==> src/rtl/wb_stage.sv <==
// wb_stage: write-back stage of the 5-stage pipeline.
// Commits GPR writes, updates HI/LO, holds CP0 Status/Cause/EPC and resolves
// SYSCALL/BREAK/ERET (and optionally the timer interrupt) into a fetch
// redirect plus an upstream flush.
// Optional feature macro: CP0_COUNT_EN (adds CP0 Count/Compare and the IP7
// timer interrupt). With it undefined the build has no timer and no interrupt.
module wb_stage #(
  parameter logic [31:0] EXC_ENTER_ADDR = 32'h0000_0000,
  parameter logic [31:0] STATUS_RESET   = 32'h0000_0000
) (
  input  logic         clk,
  input  logic         resetn,
  input  logic         WB_valid,
  input  logic [118:0] MEM_WB_bus_r,
  output logic         rf_wen,
  output logic [4:0]   rf_wdest,
  output logic [31:0]  rf_wdata,
  output logic         WB_over,
  output logic [4:0]   WB_wdest,
  output logic         exc_valid,
  output logic [31:0]  exc_pc,
  output logic         cancel,
  output logic [31:0]  WB_pc,
  output logic [31:0]  HI_data,
  output logic [31:0]  LO_data
);

  // Bus layout from MEM, MSB first.
  typedef struct packed {
    logic        rf_wen;
    logic [4:0]  rf_wdest;
    logic [31:0] mem_result;
    logic [31:0] lo_result;
    logic        hi_write;
    logic        lo_write;
    logic        mfhi;
    logic        mflo;
    logic        mtc0;
    logic        mfc0;
    logic [7:0]  cp0r_addr;
    logic        syscall;
    logic        eret;
    logic [31:0] pc;
    logic        brk;
  } mem_wb_bus_t;

  localparam logic [7:0]  ADDR_COUNT   = 8'h48;
  localparam logic [7:0]  ADDR_COMPARE = 8'h58;
  localparam logic [7:0]  ADDR_STATUS  = 8'h60;
  localparam logic [7:0]  ADDR_CAUSE   = 8'h68;
  localparam logic [7:0]  ADDR_EPC     = 8'h70;
  localparam logic [31:0] STATUS_WMASK = 32'h0000_ff03;  // IM[15:8], EXL, IE

  mem_wb_bus_t bus;
  assign bus = mem_wb_bus_t'(MEM_WB_bus_r);

  logic [31:0] hi_q, hi_d, lo_q, lo_d;
  logic [31:0] status_q, status_d, cause_q, cause_d, epc_q, epc_d;
  logic        int_take, take_exc, take_eret, do_mtc0;
  logic [31:0] cp0_rdata;

`ifdef CP0_COUNT_EN
  logic [31:0] count_q, count_d, compare_q, compare_d;
  logic        toggle_q, toggle_d;
  assign int_take = WB_valid & status_q[0] & status_q[15] & ~status_q[1] & cause_q[15];
`else
  assign int_take = 1'b0;
`endif

  // Event resolution in priority order: interrupt, syscall/break, eret, mtc0.
  assign take_exc  = WB_valid & ~int_take & (bus.syscall | bus.brk);
  assign take_eret = WB_valid & ~int_take & ~(bus.syscall | bus.brk) & bus.eret;
  assign do_mtc0   = WB_valid & ~int_take & ~(bus.syscall | bus.brk) & ~bus.eret & bus.mtc0;

  // CP0 read mux; unknown addresses read zero.
  always_comb begin
    cp0_rdata = 32'h0;
    unique case (bus.cp0r_addr)
      ADDR_STATUS:  cp0_rdata = status_q;
      ADDR_CAUSE:   cp0_rdata = cause_q;
      ADDR_EPC:     cp0_rdata = epc_q;
`ifdef CP0_COUNT_EN
      ADDR_COUNT:   cp0_rdata = count_q;
      ADDR_COMPARE: cp0_rdata = compare_q;
`endif
      default:      cp0_rdata = 32'h0;
    endcase
  end

  // Combinational write-back outputs: zero added latency from the bus.
  always_comb begin
    rf_wen    = WB_valid & bus.rf_wen & ~bus.syscall & ~bus.brk & ~int_take;
    rf_wdest  = bus.rf_wdest;
    if (bus.mfhi)      rf_wdata = hi_q;
    else if (bus.mflo) rf_wdata = lo_q;
    else if (bus.mfc0) rf_wdata = cp0_rdata;
    else               rf_wdata = bus.mem_result;
    WB_over   = WB_valid;
    WB_wdest  = bus.rf_wdest & {5{WB_valid}};
    exc_valid = int_take | take_exc | take_eret;
    exc_pc    = take_eret ? epc_q : EXC_ENTER_ADDR;
    cancel    = exc_valid & WB_over;
    WB_pc     = bus.pc;
    HI_data   = hi_q;
    LO_data   = lo_q;
  end

  // Next-state for HI/LO and CP0.
  // NOTE: every _d gets its hold value first, so no path leaves it unassigned and no latch is inferred.
  always_comb begin
    hi_d     = hi_q;
    lo_d     = lo_q;
    status_d = status_q;
    cause_d  = cause_q;
    epc_d    = epc_q;
`ifdef CP0_COUNT_EN
    toggle_d  = ~toggle_q;
    count_d   = toggle_q ? count_q + 32'd1 : count_q;
    compare_d = compare_q;
    if (count_q == compare_q && compare_q != 32'h0) cause_d[15] = 1'b1;
`endif
    if (WB_valid && !int_take && bus.hi_write) hi_d = bus.mem_result;
    if (WB_valid && !int_take && bus.lo_write) lo_d = bus.lo_result;

    if (int_take) begin
      epc_d        = bus.pc;
      status_d[1]  = 1'b1;
      cause_d[6:2] = 5'd0;
    end else if (take_exc) begin
      epc_d        = bus.pc;
      status_d[1]  = 1'b1;
      cause_d[6:2] = bus.syscall ? 5'd8 : 5'd9;
    end else if (take_eret) begin
      status_d[1]  = 1'b0;
    end else if (do_mtc0) begin
      unique case (bus.cp0r_addr)
        ADDR_STATUS:  status_d     = bus.mem_result & STATUS_WMASK;
        ADDR_CAUSE:   cause_d[9:8] = bus.mem_result[9:8];
        ADDR_EPC:     epc_d        = bus.mem_result;
`ifdef CP0_COUNT_EN
        ADDR_COUNT:   count_d      = bus.mem_result;
        ADDR_COMPARE: begin
          compare_d   = bus.mem_result;
          cause_d[15] = 1'b0;
        end
`endif
        default: ;
      endcase
    end
  end

  // State registers with asynchronous active-low reset.
  // NOTE: sequential state uses non-blocking assignments so every flop samples pre-edge values.
  always_ff @(posedge clk or negedge resetn) begin
    if (!resetn) begin
      hi_q      <= 32'h0;
      lo_q      <= 32'h0;
      status_q  <= STATUS_RESET;
      cause_q   <= 32'h0;
      epc_q     <= 32'h0;
`ifdef CP0_COUNT_EN
      count_q   <= 32'h0;
      compare_q <= 32'h0;
      toggle_q  <= 1'b0;
`endif
    end else begin
      hi_q      <= hi_d;
      lo_q      <= lo_d;
      status_q  <= status_d;
      cause_q   <= cause_d;
      epc_q     <= epc_d;
`ifdef CP0_COUNT_EN
      count_q   <= count_d;
      compare_q <= compare_d;
      toggle_q  <= toggle_d;
`endif
    end
  end

endmodule

==> config.mk <==
export PLATFORM = sky130hd
export DESIGN_NAME = wb_stage
export DESIGN_NICKNAME = d
export VERILOG_FILES = /design/src/rtl/wb_stage.sv
export SDC_FILE = /design/constraint.sdc
export NUM_CORES = 1
export LEC_CHECK = 0
export BUFFER_PORTS_ARGS = -buffer_cell sky130_fd_sc_hd__buf_2
export CAP_MARGIN = 20
export CORE_AREA = 2 2 129 131
export DETAILED_ROUTE_END_ITERATION = 6
export DIE_AREA = 0 0 131 133
export GPL_TIMING_DRIVEN = 0
export PLACE_DENSITY_LB_ADDON = 0.1
export SLEW_MARGIN = 20
export SYNTH_ARGS = -nofsm -noshare
export SYNTH_HDL_FRONTEND = slang
export SYNTH_SLANG_ARGS = --single-unit
==> constraint.sdc <==
create_clock -name clk -period 2.3 [get_ports clk]
set_input_delay 0.345 -clock clk [delete_from_list [all_inputs] [get_ports clk]]
set_output_delay 0.345 -clock clk [all_outputs]
set_load 0.01 [all_outputs]
After elaboration in Yosys (flattened, before gate mapping)
Cells that the tools add are included.
{"block": "word_totals", "reg_bits": 113, "input_bits": 122, "output_inout_bits": 174, "elab_cells": 53}
{"block": "classes", "eq_ne": 4, "muxes": 14, "n_bitwise": 18, "reduce_logical": 10}
{"cell": "$mux W32", "count": 8}
{"cell": "$pmux W32 S3", "count": 1}
{"cell": "$eq A8 B7 Y1 const B", "count": 3}
{"cell": "$and A1 B1 Y1", "count": 9}
{"cell": "$reduce_and A4 Y1", "count": 2}
{"cell": "$not A1 Y1", "count": 6}
{"cell": "$reduce_bool A3 Y1", "count": 2}
{"cell": "$and A5 B5 Y5", "count": 1}
{"cell": "$mux W2", "count": 2}
{"cell": "$reduce_bool A2 Y1", "count": 2}
{"cell": "$mux W1", "count": 3}
{"cell": "$reduce_and A3 Y1", "count": 1}
{"cell": "$logic_and A1 B1 Y1", "count": 2}
{"cell": "$ne A2 B2 Y1 const B", "count": 1}
{"cell": "$or A1 B1 Y1", "count": 2}
{"cell": "$reduce_and A2 Y1", "count": 1}

Depth between registers and ports, before layout
{"block": "depth", "ltp_word": 8, "mapped_depth": 7, "mapped_depth_nobuf": 4}

Worst setup path after synthesis
No wires, ideal clock.
{"block": "synth_timing", "kind": "input -> output", "start": "input port MEM_WB_bus_r[46]", "end": "output port rf_wdata[20]", "t_arrival_ns": 1.581, "required_time_ns": 1.955, "path_slack_ns": 0.374, "path_stages": 7, "n_path_buf": 3, "path_cell_list": "clkbuf_1 > inv_1 > nand2_1 > clkbuf_1 > buf_1 > o22ai_1 > nor2_1"}
{"block": "synth_between", "elab_chain_cells": 1}
{"item": "start: declaration", "line": "14", "text": "input logic [118:0] MEM_WB_bus_r,"}
{"item": "$mux W32", "line": "94", "text": "if (bus.mfhi) rf_wdata = hi_q;"}
{"item": "end: declaration", "line": "17", "text": "output logic [31:0] rf_wdata,"}
No other way between the ends.

Final worst setup path
{"block": "layout_timing", "start": "input port MEM_WB_bus_r[36]", "end": "output port rf_wdata[5]"}
{"block": "layout_between", "elab_chain_cells": 5, "elab_cells_between_ends": 7, "cone_classes": "eq/ne: 3; mux: 4"}
{"item": "$eq A8 B7 Y1", "line": "78", "text": "unique case (bus.cp0r_addr)"}
{"item": "$pmux W32 S3 (*)", "line": "78"}
{"item": "$mux W32 (*)", "line": "96", "text": "else if (bus.mfc0) rf_wdata = cp0_rdata;"}
{"item": "$mux W32 (*)", "line": "95", "text": "else if (bus.mflo) rf_wdata = lo_q;"}
{"item": "$mux W32 (*)", "line": "94"}
Every way passes the cells marked *; elsewhere a longest branch is shown, timed or not.

==> impl_results.md <==
- Via density per instance: 5.18
- HPWL Detailed: 15,700 um
- Num rows: 47
- Clock Sink Count: 110
- Type of the worst setup path: input pin to primary output
- Remaining Overflow, GRT: 0
- Gr usage total: 0.245
- Clock H-tree levels: 3
- Port buffer count: 294
- CP Capture Type: primary output
- Routed wire length: 21,500 um
- CTS tree: done
- Slew Viols, Final: 0
- Setup_tns: 0 ps
- Area growth, synth to finish: 36.2%
- Switch Pwr: 1610 uW
- Clk pin slew, worst setup/hold paths: 80 ps
- Max-slew headroom: 0.466
- CTS Buffer Depth: 2
- DRC viols: 0
- Synth top area cells: dfrtp_1 47%, mux2_2 16%, o221a_1 6.1%
- Drt initial violations: 261
- Post-synth top area share: 0.469
- Sw Share: 0.303
- RR Endpoint: HI_data[29]
- Layout cells sized above 1: 0.593
- NumNets Final: 945
- Max_cap viols: 0
- Syn Nets: 639
- Yosys Warn Count: 0
- First-pass GRT wire length: 31,800 um
- Status: finished, final reports clean
- Synth Register Bits: 110
- Crit path arrival time: 1900 ps
- Tightest Hold Check Type: input pin to flop
- Pwr dens: 665 nW/um^2
- Setup Fix Bufs, Post-CTS: 0
- Fmax: 445 MHz
- Reg2Reg Depth: 1
- Largest net degree at the start of global routing: 57
- Initial core utilization: 0.363
- Dominant cell type by area after synthesis: dfrtp_1
- Global route hottest layer: met2
- Syn avg cell area: 11.3 um^2
- Most frequent cells in the layout: 299 x buf_2, 110 x dfrtp_1, 83 x mux2_2
- Die Y-Extent: 133 um
- Hold_sp: MEM_WB_bus_r[75]
- Grt met1 use: 0.317
- Reg2reg setup slack: 1490 ps
- Core Util, Final: 0.494
- Clock Latency Late Sink: 350 ps
- Max Fanout on Critical Path: 7
- Sequential cell area fraction in the yosys report: 0.469
- Leading cell type in the layout, fill and taps excluded: buf_2
- Clock Tree Root: clkbuf_16
- Fin. Hold Viols: 0
- Hold path depth: 2
- Register share of total power: 0.443
- Crit path time final: 2250 ps
- Reg-to-Reg Start: HI_data[29]
- Syn Inst Count: 517
- Unrepaired setup endpoints after global routing: no
- Post-Place Cells: 1,032
- Worst setup SP type: input pin
- FF/Latch Area: 2750 um^2
- Leak Pwr: 0.00397 uW
- Post-Syn Area: 5870 um^2
- Core area: 16,200 um^2
- Worst Skew: 0 ps
- Period utilization: 0.977
- Die Span X: 131 um
- Area of the die: 17,400 um^2
- Req. time, crit path: 1960 ps
- Boundary Pins: 296
- DR vias: 5,443
- Unique masters post-synth: 36
- Met2 usage: 0.408
- Initial antenna violation count: 3
- Worst-Margin Slew: 802 ps
- Internal power: 3700 uW
- Peak VDD IR: 0.314 mV
- CTS Buf Count: 9
- Clock network power share: 0.310
- DR pass1 iterations: 4
- Endpoint, Worst Hold: LO_data[26]
- Vias in the first global route: 5,506
- Multi-input gate area: 2640 um^2
- Drt wl/cell: 20.5 um
- Final setup vio count: 0
- Min Hold Slack: 214 ps
- Worst Setup SP: MEM_WB_bus_r[36]
- Filler cell count: 1,517
- Logic pwr share: 0.247
- RD Place Congestion: 0.781
- GR Util met3: 0.0501
- Non-filler cells, final: 1,050
- Post-route ant nets: 0
-- synth_stat cells --
cell        n
a221o_1     2
buf_2       4
clkbuf_1   26
nand2b_1    3
nor2_1     32
or2_2      33
nor2b_1     4
o31ai_2     1
nand4_1     1
and4_1      1
nor4b_1     2
o31ai_1     2
o22ai_1    27
and3_1     32
nand2_1     8
inv_1       3
a21oi_1     6
nand3_1     1
mux2_2     83
nor3b_4     1
buf_1       8
nor3b_1     2
buf_4      38
buf_6       3
mux2i_1     3
dfrtp_1   110
o21ai_0     5
nor3_1      2
or3_1       1
and2_1      7
a221oi_1   28
and4b_1     1
o221a_1    32
a22oi_1     2
nor4b_2     1
o221a_2     2
-- power groups by stage --
stage	Combinational (uW)	Sequential [uW]	Clock, uW
after global routing	1440	2390	1770
after floorplan	606	2430	0
after detailed placement	1320	2390	0
after CTS	1330	2350	1700
final	1310	2350	1650
after global placement	1300	2370	0
-- timing repair --
| action | CTS | global route |
|---|---|---|
| gates resized for setup | 11 | 11 |
| setup endpoints to repair | 30 | 35 |
| hold buffers | 1 | 0 |
| endpoints found under the hold margin | 55 | 0 |
-- layout make-up --
class / instances / area share
diodes: 2 / 0.000626
plain buffers: 78 / 0.0609
clock buffers: 10 / 0.0299
clock inverters: 6 / 0.00861
inverters: 3 / 0.00141
multi-input cells: 325 / 0.330
flip-flops and latches: 110 / 0.344
well taps: 220 / 0.0344
repair buffers: 296 / 0.190
-- per-layer routing --
layer / wire (um) / share of wire
met1: 8910 / 0.41
met2: 10500 / 0.49
met3: 1690 / 0.078
met4: 410 / 0.019
met5: 7 / 0.00033
-- flip-flops by register name, indices dropped and copies added (netlist names) --
signal    cells
status_q     10
epc_q        32
LO_data      32
HI_data      32
cause_q       4
-- kinds of logic after synthesis --
family,count (synthesis),share of synthesized area
muxes,86,0.164
buffers and inverters,82,0.0815
and+or+nand+nor,132,0.129
DFF,110,0.469
AOI/OAI and AO/OA,107,0.156
-- metrics by stage --
| stage | total power, uW | instance area (um^2) | worst slack [ps] |
|---|---|---|---|
| CTS | 5380 | 7980 | 19.2 |
| floorplan | 3040 | 5870 | 374 |
| finish | 5310 | 7990 | 53.5 |
| global route | 5600 | 7990 | 3.36 |
| global placement | 3670 | 7610 | -536 |
| detailed placement | 3710 | 7650 | -532 |
-- worst max-delay path, cell delays in order --
cell and delay [ps]:
buf_2 100, nor4b_2 420, nand2_1 300, o31ai_1 370, o221a_2 240, buf_2 120
-- worst max-delay path by stage --
stage                    to  slack [ps]
6_report        rf_wdata[5]          50
5_1_grt         rf_wdata[1]           3
4_1_cts        rf_wdata[31]          20
3_5_place_dp   rf_wdata[28]        -530
3_3_place_gp    LO_data[16]        -540
2_1_floorplan  rf_wdata[20]         370
Power figures use the tool's default switching activity.
